$ cat src/rtl/register_file.sv
// 16 x 32 register file with two registered read ports, one write port
// (rd or the link register R14 for CLL), write-to-read bypass and the
// odd-destination exception for LDW/SDW.
module register_file (
   input  logic        clk,
   input  logic        reset,
   input  logic        reg_read,
   input  logic [3:0]  rs,
   input  logic [3:0]  rt,
   input  logic [3:0]  rd,
   input  logic        reg_write,
   input  logic        reg_write_addr_sel,
   input  logic        stall,
   input  logic [5:0]  opcode,
   input  logic [31:0] write_data,
   input  logic [31:0] return_addr,
   output logic [31:0] read_data1,
   output logic [31:0] read_data2,
   output logic        exception
);

   localparam logic [3:0] LINK_REG = 4'd14;
   localparam logic [5:0] OP_LDW   = 6'd8;
   localparam logic [5:0] OP_SDW   = 6'd9;

   logic [31:0] regs [16];
   logic        wr_en;
   logic [3:0]  wr_addr;
   logic [31:0] wr_value;
   logic        bypass1;
   logic        bypass2;
   logic [31:0] rd_value1;
   logic [31:0] rd_value2;

   // Exception tracks opcode/rd directly; forced low while reset is held.
   always_comb begin
      exception = 1'b0;
      if (!reset && (opcode == OP_LDW || opcode == OP_SDW) && rd[0])
         exception = 1'b1;
   end

   // Resolve the write target and whether a write commits this edge.
   // A write to R0 is treated as no write at all so it can never bypass.
   always_comb begin
      wr_addr  = reg_write_addr_sel ? LINK_REG : rd;
      wr_value = reg_write_addr_sel ? return_addr : write_data;
      wr_en    = reg_write && !stall && !exception && (wr_addr != 4'd0);
   end

   // Read mux with same-edge bypass from the committing write.
   always_comb begin
      bypass1   = wr_en && (wr_addr == rs);
      bypass2   = wr_en && (wr_addr == rt);
      rd_value1 = (rs == 4'd0) ? 32'd0 : regs[rs];
      rd_value2 = (rt == 4'd0) ? 32'd0 : regs[rt];
      if (bypass1)
         rd_value1 = wr_value;
      if (bypass2)
         rd_value2 = wr_value;
   end

   // Register array; R0 is never written and always reads as zero.
   always_ff @(posedge clk or posedge reset) begin
      if (reset) begin
         for (int i = 0; i < 16; i++)
            regs[i] <= 32'd0;
      end else if (wr_en) begin
         regs[wr_addr] <= wr_value;
      end
   end

   // Registered read ports; hold their value when not reading or stalled.
   always_ff @(posedge clk or posedge reset) begin
      if (reset) begin
         read_data1 <= 32'd0;
         read_data2 <= 32'd0;
      end else if (reg_read && !stall) begin
         read_data1 <= rd_value1;
         read_data2 <= rd_value2;
      end
   end

endmodule

$ cat config.mk
export PLATFORM = sky130hd
export DESIGN_NAME = register_file
export DESIGN_NICKNAME = d
export VERILOG_FILES = /design/src/rtl/register_file.sv
export SDC_FILE = /design/constraint.sdc
export NUM_CORES = 2
export LEC_CHECK = 0
export CAP_MARGIN = 20
export CORE_MARGIN = 2
export CORE_UTILIZATION = 55
export DETAILED_ROUTE_END_ITERATION = 10
export GPL_TIMING_DRIVEN = 0
export PLACE_DENSITY_LB_ADDON = 0.12
export SYNTH_ARGS = -nofsm -noshare
export SYNTH_HDL_FRONTEND = slang
export SYNTH_SLANG_ARGS = --single-unit
$ cat constraint.sdc
create_clock -name clk -period 18.8 [get_ports clk]
set_clock_uncertainty 0.15 [all_clocks]
set_input_delay 1.88 -clock clk [delete_from_list [all_inputs] [get_ports clk]]
set_output_delay 1.88 -clock clk [all_outputs]
set_load 0.01 [all_outputs]
==> impl_metrics.csv <==
group,metric,value,unit
outcome,status,"completed",
power,combPwrFrac,0.232,
synth,yosysMostFrequentCell,"dfrtp_1",
setup_path,slowest_delay,0.63,ns
finish,fill_cells,4220,
route,ant_nets,0,
power,power.leakage,14.3,nW
synth,synthArstFlopShare,1.00,
power,p_int,2.55,mW
sta,hold_violations,0,
synth,postSynthCellCount,2713,
placement,portBuffers,144,
power,pwr-share-seq,0.443,
finish,drive_gt1_frac,0.148,
cts,path_clk_slew,0.06,ns
placement,dpl.hpwl,84.6,mm
sta,timing.fmax,0.161,GHz
route,route.detailed.drc,0,
grt,track_usage,0.432,
setup_path,path_max_fanout,5,
setup_path,cp_slowest_cell,"clkdlybuf4s50_1",
synth,ys_ff_latch,576,
cts,cts_tree,"yes",
die,core,52900,um^2
synth,ys_types,52,
power,finalPower,3.71,mW
die,io_pins,153,
setup_path,critPathArrivalTime,4.17,ns
grt,antenna_found_initial,3,
die,die-area,55500,um^2
die,row_count,84,
route,routed_wl,120,mm
grt,grt_pass1_wl,172,mm
route,first_iter_violations,4049,
power,pwr-share-clk,0.325,
route,num_vias,26366,
setup_path,start_kind,"input pin",
synth,synthTopCellsByArea,"dfrtp_1, mux4_2, a21oi_1",
power,p_switching,1.16,mW
cts,post-cts-setup-buffers,0,
setup_path,critPathBufInv,3,
sta,setup_viol,0,
setup_path,endpoint_kind,"output port",
cts,ctsHoldBuffers,0,
synth,synth-seq-area-share,0.488,
synth,synth_fp_nets,2801,
grt,grt_pass1_vias,25509,
setup_path,crit_chain,"clkdlybuf4s50_1 > or4b_1 > buf_2 > nor2_1 > clkdlybuf4s50_1",
die,dieHeight,236,um
synth,synth_edf_count,0,
sta,finalMaxSlewViolations,0,
route,viasPerCell,7.18,
setup_path,critPathKind,"input pin to output port",
grt,grt-ovfl-total,0,
synth,synth_ff_type,"dfrtp_1",
synth,syn_avg_cell_area,10.9,um^2
synth,post-synth-top-area-cell,"dfrtp_1",
sta,worst_pin_slew,1.31,ns
cts,cts_resized,0,
setup_path,critPathTopFamily,"buffers and inverters",
cts,numCtsBuffers,61,
finish,areaGrowthSynthToFinish,15.5,%
cts,cts-root-buf,"clkbuf_16",
finish,final_util,0.645,
run,maxCapViolCount,0,
route,first_pass_iters,8,
finish,nets,3027,
grt,grt_max_degree,120,
power,p_per_area,109,nW/um^2
power,ir_drop,0.0000875,V
synth,yosys_warnings,0,
sta,timing.final.crit_period,6.20,ns
placement,routabilityCongestion,1.02,
synth,synth_top_area_share,0.488,
synth,syn_area,29500,um^2
synth,synth_commonest_cells,"dfrtp_1, nor2_1, a21oi_1, clkbuf_1, mux4_2",
hold_path,hold_path.class,"flop to flop",
sta,grt_setup_unrepaired,"no",
setup_path,cp_data_required_time,16.77,ns
cts,h-tree-depth,2,
route,routedWlPerCell,32.8,um
cts,clockBufferDepth,3,
cts,cts.sinks,576,
power,switching_share,0.312,
setup_path,cpMostUsedCell,"clkdlybuf4s50_1",
die,die_w,236,um
die,initial_core_util,0.558,
sta,period_share,0.330,
cts,clk_latency,0.66,ns
sta,slew_headroom,0.129,
-- state kept, by name, summed over array words and instances, names as in the netlist --
signal and cells:
read_data1 32, read_data2 32, regs 512
-- power by group through the flow --
stage / clock network, mW / registers, mW / logic [mW]
CTS: 1.20 / 1.63 / 0.835
floorplan: 0 / 1.61 / 0.551
detailed placement: 0 / 1.65 / 0.830
finish: 1.21 / 1.65 / 0.861
global placement: 0 / 1.64 / 0.804
global route: 1.25 / 1.67 / 0.911
-- worst register-to-register path, cell delays in order (launching register included) --
cell and delay [ns]:
dfrtp_1 0.40, mux4_2 0.49, a22oi_1 0.58, nand3_1 0.18, o211ai_1 0.15, a31oi_1 0.11
-- worst paths after layout --
check                      startpoint       endpoint  slack, ns  cells past startpoint
max in group asynchronous       reset      regs[182]      14.69                      6
min in group asynchronous       reset  read_data2[0]       1.53                      2
hold reg to reg             regs[487]      regs[487]       0.33                      1
setup / recovery                rd[0]      exception      12.60                      5
setup reg to reg            regs[260]  read_data1[4]      16.59                      5
hold / removal              regs[487]      regs[487]       0.33                      1
-- stage by stage --
stage | setup TNS (ns) | worst slack, ns | std cells | area (um^2) | hold slack, ns
6_report | 0 | 12.60 | 3674 | 34100 | 0.326
3_5_place_dp | 0 | 12.73 | 3559 | 32100 | 0.314
5_1_grt | 0 | 12.55 | 3671 | 34100 | 0.342
4_1_cts | 0 | 12.72 | 3666 | 34000 | 0.331
3_3_place_gp | -3250.42 | -5.69 | 3545 | 31800 | 0.303
2_1_floorplan | 0 | 0.656 | 2713 | 29500 | 0.291
-- metal layers --
| metal | share of wire | wire length [um] | up-vias | global-route usage |
|---|---|---|---|---|
| met5 | 0.00022 | 27 | - | 0 |
| li1 | - | - | 10389 | - |
| met3 | 0.14 | 17400 | 554 | 0.164 |
| met4 | 0.082 | 9900 | 4 | 0.296 |
| met1 | 0.35 | 41800 | 13192 | 0.545 |
| met2 | 0.42 | 51100 | 2227 | 0.620 |
-- layout by cell type (no fill, tap or decap), types with 40 or more instances in the layout --
master	instances
nand2_1	75
clkdlybuf4s50_1	144
a22oi_1	54
buf_2	56
clkbuf_1	236
a21oi_1	471
clkbuf_16	61
dfrtp_1	576
mux2i_1	135
o21ai_0	40
nor2_1	500
mux4_2	208
-- kinds of logic after synthesis --
family	after synthesis	synth area share
compound gates	754	0.152
simple gates	705	0.101
flops	576	0.488
mux	368	0.214
buf+inv	306	0.0428
xor+xnor	4	0.00119
-- layout make-up --
| cell class | count | area, um^2 | area share |
|---|---|---|---|
| Multi-Input combinational cell | 1831 | 13900 | 0.406 |
| Tap cell | 688 | 861 | 0.0252 |
| Clock buffer | 88 | 1780 | 0.0521 |
| Buffer | 301 | 1240 | 0.0365 |
| Antenna cell | 3 | 7.51 | 0.000220 |
| Timing Repair Buffer | 163 | 1740 | 0.0509 |
| Clock inverter | 19 | 173 | 0.00506 |
| Sequential cell | 576 | 14400 | 0.423 |
| Inverter | 5 | 26.3 | 0.000771 |
Power figures use the tool's default switching activity.
